### config.mk
export PLATFORM = sky130hd
export DESIGN_NAME = mux8_rr_arbiter
export DESIGN_NICKNAME = d
export VERILOG_FILES = /design/src/rtl/mux8_rr_arbiter.sv
export SDC_FILE = /design/constraint.sdc
export NUM_CORES = 1
export LEC_CHECK = 0
export BUFFER_PORTS_ARGS = -buffer_cell sky130_fd_sc_hd__buf_2
export CAP_MARGIN = 40
export CORE_MARGIN = 3
export CORE_UTILIZATION = 42
export CTS_CLUSTER_DIAMETER = 150
export DETAILED_ROUTE_END_ITERATION = 8
export PLACE_DENSITY_LB_ADDON = 0.12
export SLEW_MARGIN = 5
export SYNTH_ARGS = -nofsm -noshare
export SYNTH_HDL_FRONTEND = slang
export SYNTH_SLANG_ARGS = --single-unit
### constraint.sdc
create_clock -name clk -period 6 [get_ports clk]
set_input_delay 1.2 -clock clk [delete_from_list [all_inputs] [get_ports clk]]
set_output_delay 1.2 -clock clk [all_outputs]
set_load 0.02 [all_outputs]
### src/rtl/mux8_rr_arbiter.sv
// Round-robin arbiter driving the select and one-hot grant of a shared 8:1 mux.
// Owners keep the grant while requesting, up to MAX_HOLD cycles if others wait.
module mux8_rr_arbiter #(
  parameter int NUM_REQ  = 8,
  parameter int SEL_W    = 3,
  parameter int MAX_HOLD = 16,
  parameter int CNT_W    = 5
) (
  input  logic               clk,
  input  logic               rst,
  input  logic [NUM_REQ-1:0] req,
  output logic [NUM_REQ-1:0] gnt,
  output logic [SEL_W-1:0]   sel,
  output logic               valid,
  output logic               preempt
);

  typedef enum logic {
    IDLE,
    BUSY
  } state_t;

  state_t state, state_n;

  logic [SEL_W-1:0]   ptr, ptr_n;
  logic [SEL_W-1:0]   sel_n;
  logic [NUM_REQ-1:0] gnt_n;
  logic               valid_n;
  logic               preempt_n;
  logic [CNT_W-1:0]   cnt, cnt_n;

  logic [NUM_REQ-1:0] owner;
  logic [NUM_REQ-1:0] others;
  logic [SEL_W-1:0]   win_all;
  logic [SEL_W-1:0]   win_oth;
  logic [SEL_W-1:0]   win;
  logic               do_gnt;
  logic               hold_full;

  // First set bit of v, searching circularly from p+1 round to p.
  function automatic logic [SEL_W-1:0] arb(
    input logic [NUM_REQ-1:0] v,
    input logic [SEL_W-1:0]   p
  );
    logic [SEL_W-1:0] res;
    logic [SEL_W-1:0] idx;
    logic             hit;
    res = p;
    hit = 1'b0;
    for (int i = 1; i <= NUM_REQ; i++) begin
      idx = p + SEL_W'(i);
      if (!hit && v[idx]) begin
        res = idx;
        hit = 1'b1;
      end
    end
    return res;
  endfunction

  always_comb begin
    owner      = '0;
    owner[ptr] = 1'b1;
    others     = req & ~owner;
    win_all    = arb(req, ptr);
    win_oth    = arb(others, ptr);
    hold_full  = (MAX_HOLD != 0) &&
                 (cnt == CNT_W'(MAX_HOLD));
  end

  always_comb begin
    state_n   = state;
    ptr_n     = ptr;
    sel_n     = sel;
    gnt_n     = gnt;
    valid_n   = valid;
    preempt_n = 1'b0;
    cnt_n     = cnt;
    win       = win_all;
    do_gnt    = 1'b0;

    unique case (state)
      IDLE: begin
        if (|req) begin
          do_gnt = 1'b1;
        end
      end
      BUSY: begin
        if (!req[ptr]) begin
          if (|others) begin
            do_gnt = 1'b1;
          end else begin
            state_n = IDLE;
            gnt_n   = '0;
            valid_n = 1'b0;
            cnt_n   = '0;
          end
        end else if (hold_full && |others) begin
          // Masked search lands strictly after the owner.
          win       = win_oth;
          do_gnt    = 1'b1;
          preempt_n = 1'b1;
        end else if (cnt < CNT_W'(MAX_HOLD)) begin
          cnt_n = cnt + 1'b1;
        end
      end
    endcase

    if (do_gnt) begin
      state_n    = BUSY;
      gnt_n      = '0;
      gnt_n[win] = 1'b1;
      sel_n      = win;
      ptr_n      = win;
      valid_n    = 1'b1;
      cnt_n      = CNT_W'(1);
    end
  end

  always_ff @(posedge clk) begin
    if (rst) begin
      state   <= IDLE;
      ptr     <= SEL_W'(NUM_REQ - 1);
      sel     <= '0;
      gnt     <= '0;
      valid   <= 1'b0;
      preempt <= 1'b0;
      cnt     <= '0;
    end else begin
      state   <= state_n;
      ptr     <= ptr_n;
      sel     <= sel_n;
      gnt     <= gnt_n;
      valid   <= valid_n;
      preempt <= preempt_n;
      cnt     <= cnt_n;
    end
  end

endmodule

# Yosys cells after proc, flatten, opt, wreduce, memory -nomap -nowiden

Index checks and enable logic that the tools add are counted.

Register bits after elaboration: 22
Input bits: 10
Output and inout port bits: 13
Logic and storage cells: 171

Add/sub/neg operators: 8
Magnitude comparators: 12
Equality and inequality tests: 9
Multiplexer cells: 91
Bitwise logic cells: 4
Reduce and logical (&&, ||, !) cells: 39

Operators with widths:

| cell                | count |
|---|---|
| $mux 3              | 19 |
| $bmux 1 s3          | 16 |
| $mux 1              | 45 |
| $lt 3x4->1 const B  | 9 |
| $mux 8              | 4 |
| $mux 5              | 4 |
| $logic_and 1x1->1   | 17 |
| $reduce_or 8->1     | 2 |
| $logic_not 1->1     | 14 |
| $add 3x3->3 const B | 4 |
| $and 8x8->8         | 1 |
| $ne 2x2->1 const B  | 4 |
| $not 8->8           | 1 |
| $reduce_and 4->1    | 2 |
| $add 3x2->3 const B | 2 |
| $demux 1 s3         | 2 |
| $ge 3x1->1 const B  | 2 |
| $ne 3x3->1 const B  | 2 |
| $add 5x1->5 const B | 1 |
| $eq 5x5->1 const B  | 1 |
| $lt 5x5->1 const B  | 1 |
| $add 3x1->3 const B | 1 |
| $ne 3x2->1 const B  | 1 |
| $reduce_and 3->1    | 1 |
| 6 further kinds     | 7 |

# Logic depth before layout (Yosys ltp)

Word-level depth: 38
Depth in mapped cells: 15
Gate-level depth less buffers: 11

# Least setup slack after synthesis

No wires, ideal clock.

Kind: input-to-reg
Start point: input req[3]
End point: register gnt[2]
Setup time: 0.069 ns
Data arrival time: 3.622 ns
Data required time: 5.931 ns
Slack: 2.309 ns
Stages: 10
Buffers on the path: 1
Cell sequence: clkbuf_1 > mux4_2 > mux2_2 > nor2_1 > a221oi_1 > or3_1 > o311a_4 > xnor2_2 > or4b_1 > o21ai_1

Cells in the longest elaborated chain, start to end: 33
Elaborated cells on any way between the ends: 112
Those cells by class: order compare (2); eq/ne (2); mux (73); bitwise (1); reduce/logical (34)

Ends and longest elaborated chain:

| item                                                                  | line | text |
|---|---|---|
| start: declaration                                                    | 11   | `input logic [NUM_REQ-1:0] req,` |
| $and 8x8->8                                                           | 63   | `others = req & ~owner;` |
| $bmux 1 s3                                                            | 52   | `if (!hit && v[idx]) begin` |
| $mux 1 (implied by the code)                                          | 52   |  |
| $mux 1                                                                | 52   |  |
| $logic_not 1->1                                                       | 52   |  |
| $logic_and 1x1->1                                                     | 52   |  |
| $mux 1                                                                | 52   |  |
| $logic_not 1->1                                                       | 52   |  |
| [17 not listed]                                                       | -    |  |
| $mux 3                                                                | 97   | `end else if (hold_full && \|others) begin` |
| $mux 3                                                                | 88   | `if (!req[ptr]) begin` |
| $mux 3                                                                | 81   | `unique case (state)` |
| $lt 3x4->1 (implied by the code) / $ge 3x1->1 (equally long branches) | 111  | `gnt_n[win] = 1'b1;` |
| $logic_and 1x1->1 (implied by the code)                               | 111  |  |
| $mux 1 (implied by the code)                                          | 111  |  |
| $demux 1 s3                                                           | 111  |  |
| $mux 8                                                                | 108  | `if (do_gnt) begin` |
| end signal: assignment                                                | 132  | `gnt <= gnt_n;` |
| end: declaration                                                      | 12   | `output logic [NUM_REQ-1:0] gnt,` |

Parallel ways exist; a longest one is shown, timed or not. The select of a mux whose other input is x is not followed.
A chain may end at the register's enable or synchronous reset.

# Worst setup path after layout

Start point: register ptr[1]
End point: register gnt[2]

Cells in the longest elaborated chain, start to end: 38
Elaborated cells on any way between the ends: 123
Those cells by class: add/sub (7); order compare (4); eq/ne (2); mux (74); bitwise (2); reduce/logical (34)

Ends and longest elaborated chain:

| item                                                                  | line | text |
|---|---|---|
| start: declaration                                                    | 25   | `logic [SEL_W-1:0] ptr, ptr_n;` |
| start signal: assignment                                              | 122  | `ptr <= SEL_W'(NUM_REQ - 1);` |
| start signal: assignment                                              | 130  | `ptr <= ptr_n;` |
| $lt 3x4->1 (implied by the code) / $ge 3x1->1 (equally long branches) | 62   | `owner[ptr] = 1'b1;` |
| $logic_and 1x1->1 (implied by the code)                               | 62   |  |
| $mux 1 (implied by the code)                                          | 62   |  |
| $demux 1 s3                                                           | 62   |  |
| $not 8->8                                                             | 63   |  |
| $and 8x8->8                                                           | 63   |  |
| $bmux 1 s3                                                            | 52   |  |
| $mux 1 (implied by the code)                                          | 52   |  |
| [22 not listed]                                                       | -    |  |
| $mux 3                                                                | 97   |  |
| $mux 3                                                                | 88   |  |
| $mux 3                                                                | 81   |  |
| $lt 3x4->1 (implied by the code) / $ge 3x1->1 (equally long branches) | 111  |  |
| $logic_and 1x1->1 (implied by the code)                               | 111  |  |
| $mux 1 (implied by the code)                                          | 111  |  |
| $demux 1 s3                                                           | 111  |  |
| $mux 8                                                                | 108  |  |

Parallel ways exist; a longest one is shown, timed or not. The select of a mux whose other input is x is not followed.

==> summary.md <==
| Metric | Value |
|---|---|
| Synthesized area per cell | `8.48 µm²` |
| Largest area contributor in the synthesized netlist | `sky130_fd_sc_hd__dfxtp_1` |
| Register bit count reported by yosys | `22` |
| Antenna Cells | `0` |
| Min cycle time layout | `4720 ps` |
| Post-CTS setup buffer count | `0` |
| Number of port buffers | `22` |
| Sum of routed wire length over all layers | `7.14 mm` |
| Async SR Flop Fraction | `0%` |
| Chip Width | `85.3 µm` |
| Number of flops mapped to enable cells by yosys | `0` |
| CTS-repair resized insts | `0` |
| DRC viols | `1` |
| Placed standard-cell area | `2720 µm²` |
| Violations in the final reports | `design-rule violations` |
| Post-synthesis to final-layout area growth | `4.79%` |
| Total half-perimeter wirelength after legalization and detailed placement | `5.33 mm` |
| Hold Path Class | `register to register` |
| Critical path fanouts, max | `21` |
| Number of hold buffers added after cts | `0` |
| Cell count after synthesis | `311` |
| Area of all placed cells without fillers | `2770 µm²` |
| Placeable core region | `5990 µm²` |
| Routed wire per std cell | `18.3 µm` |
| Minimum setup slack in the final design | `1280 ps` |
| # Max-Cap Violations | `0` |
| Final RePlAce weighted congestion | `1.00` |
| Root buffer cell | `sky130_fd_sc_hd__clkbuf_8` |
| Global-route wire length before repair | `11.8 mm` |
| Distinct cells, synth | `77` |
| Vias post-DR | `2545` |
| Highest signal layer in the routed design | `met4` |
| NumNets Final | `336` |
| Fin crit share | `78.6%` |
| CTS tree | `yes` |
| Max-slew violation count | `0` |
| Full die area | `7270 µm²` |
| Number of global-route vias before repair | `2355` |
| Global Route Usage Sum | `19.6%` |
| Setup Crit Path Kind | `register to register` |
| Number of clock sinks | `22` |
| Remaining global-route overflow | `0` |
| DR iter-0 viols | `301` |
| Max-Slew Margin vs Limit | `45.2%` |
| WL met3 | `405 µm` |
| Type of element capturing the critical path | `register` |
| Clock-pin slew on the worst setup and hold paths | `70 ps` |
| Count of endpoints failing hold in the final timing report | `0` |
| Layout Cells excl Fill | `391` |
| Kind of launch point of the worst setup path | `register` |
| Max Fclk | `0.212 GHz` |
| Largest buffer count on any clock path | `2` |
| Final core utilization | `46.2%` |
| Worst hold slack across all endpoints | `445 ps` |
| Final count of negative-setup-slack endpoints | `0` |
| Setup TNS Final | `0 ps` |
| Part of the Yosys area used for sequential elements | `16.7%` |
| Total power density per cell area | `671 nW/µm²` |
| Crit path DAT | `4910 ps` |
| Starting density of the core | `44.0%` |
| Top area cells in the synthesized netlist | `sky130_fd_sc_hd__dfxtp_1 (17%), sky130_fd_sc_hd__mux4_2 (9.4%), sky130_fd_sc_hd__mux2i_1 (6.4%), sky130_fd_sc_hd__mux2_2 (5.5%), sky130_fd_sc_hd__nor2_1 (4.0%)` |
| Transition at the pin with the smallest max-transition slack | `820 ps` |
| Clock Latency Late Sink | `250 ps` |
| Share of layout cells above drive strength 1 | `23.7%` |
| Number of vias per cell after detailed routing | `6.51` |
| Antenna violations before repair | `0` |
| Outcome | `complete, but fails checks` |
| Maximum number of pins on one net before global-route repair | `36` |
| Length of the first detailed-routing pass in iterations | `6` |
| Number of placement rows | `28` |
| M1 wire length | `3.25 mm` |
| Final clock skew | `3.11 ps` |
| Worst-case setup slack after placement | `1360 ps` |
| Met2 routed wirelength | `3.33 mm` |
| RSZ-0062 raised after global routing | `no` |
| Top-Level Pins | `23` |
| Post-synthesis net count | `329` |
| Num CTS Buffers | `3` |
| Number of instances in the placed design | `388` |
| Worst path required time | `6190 ps` |
| Synth Flop Type | `sky130_fd_sc_hd__dfxtp_1` |
| Final ANT Viol Nets | `0` |
| Peak ir drop on the vdd network | `0.226 mV` |
| Post-layout total power | `1.86 mW` |
| Proportion of netlist area held by the largest area contributor | `16.7%` |
| Pleak | `1.07 nW` |
| Syn Std Cell Area | `2640 µm²` |
| Number of H-tree levels | `1` |
| Die Span Y | `85.3 µm` |
| Yosys warning total | `0` |
cells in the final DEF, fill, tap and decap left out, types with 10 or more instances in the layout:
cell / Yosys / final
sky130_fd_sc_hd__buf_2: 5 / 22
sky130_fd_sc_hd__inv_1: 10 / 10
sky130_fd_sc_hd__dfxtp_1: 22 / 22
sky130_fd_sc_hd__nand2_1: 18 / 18
sky130_fd_sc_hd__mux2_2: 13 / 13
sky130_fd_sc_hd__a21oi_1: 17 / 17
sky130_fd_sc_hd__nor3_1: 21 / 21
sky130_fd_sc_hd__mux4_2: 11 / 11
sky130_fd_sc_hd__nor2_1: 28 / 28
sky130_fd_sc_hd__mux2i_1: 17 / 17
synth_stat cells, types with 8 or more instances:
cell type                  number
sky130_fd_sc_hd__dfxtp_1       22
sky130_fd_sc_hd__inv_1         10
sky130_fd_sc_hd__o21ai_1        8
sky130_fd_sc_hd__nand2_1       18
sky130_fd_sc_hd__mux2i_1       17
sky130_fd_sc_hd__nor2_1        28
sky130_fd_sc_hd__nor3_1        21
sky130_fd_sc_hd__mux2_2        13
sky130_fd_sc_hd__mux4_2        11
sky130_fd_sc_hd__a21oi_1       17
sky130_fd_sc_hd__ha_1           8
sky130_fd_sc_hd__clkbuf_1       9
sky130_fd_sc_hd__nand3_1        8
critical path, stage by stage, from the launching register on:
cell and delay, ps:
sky130_fd_sc_hd__dfxtp_1 860, sky130_fd_sc_hd__inv_1 480, sky130_fd_sc_hd__ha_1 790, sky130_fd_sc_hd__mux2_2 440, sky130_fd_sc_hd__nor3_1 350, sky130_fd_sc_hd__a211o_2 270
sky130_fd_sc_hd__and4b_1 260, sky130_fd_sc_hd__and2_1 150, sky130_fd_sc_hd__nand2_1 120, sky130_fd_sc_hd__o311ai_4 310, sky130_fd_sc_hd__or4b_1 500, sky130_fd_sc_hd__o21ai_1 120
layout make-up:
class / count / area (µm²)
fill: 573 / 3230
multi-input combinational: 255 / 2020
sequential: 22 / 440
timing repair buffer: 24 / 125
tap: 75 / 93.8
inverter: 12 / 45.0
clock buffer: 3 / 41.3
final timing paths:
| path | startpoint | depth (start not counted) | slack (ps) | endpoint |
|---|---|---|---|---|
| min | gnt[7] | 2 | 450 | gnt[7] |
| min reg2reg | gnt[7] | 2 | 450 | gnt[7] |
| max reg2reg | ptr[1] | 11 | 1280 | gnt[2] |
| max | ptr[1] | 11 | 1280 | gnt[2] |
per-layer routing:
metal / vias up / GRT usage (%)
met2: 86 / 30.3
met3: 19 / 2.82
met5: - / 0
met1: 1230 / 28.9
met4: 0 / 4.46
li1: 1210 / -
registers in the layout, summed over array words and instances (netlist names):
| register | cells |
|---|---|
| sel | 3 |
| cnt | 5 |
| valid | 1 |
| state | 1 |
| ptr | 3 |
| gnt | 8 |
| preempt | 1 |
power by group:
part           switching [mW]  leakage, nW  internal [mW]
sequential             0.0296        0.181          0.178
clock                  0.0417       0.0216         0.0446
combinational           0.910        0.865          0.653
cells by family after synthesis:
logic type / count (synthesis) / synth area share (%)
simple gates: 103 / 19.7
mux: 43 / 22.2
buf+inv: 34 / 6.78
compound gates: 95 / 27.9
fa+ha+maj: 8 / 3.79
xor+xnor: 6 / 2.85
flops: 22 / 16.7
No activity file was read; power rests on OpenSTA's default activity.
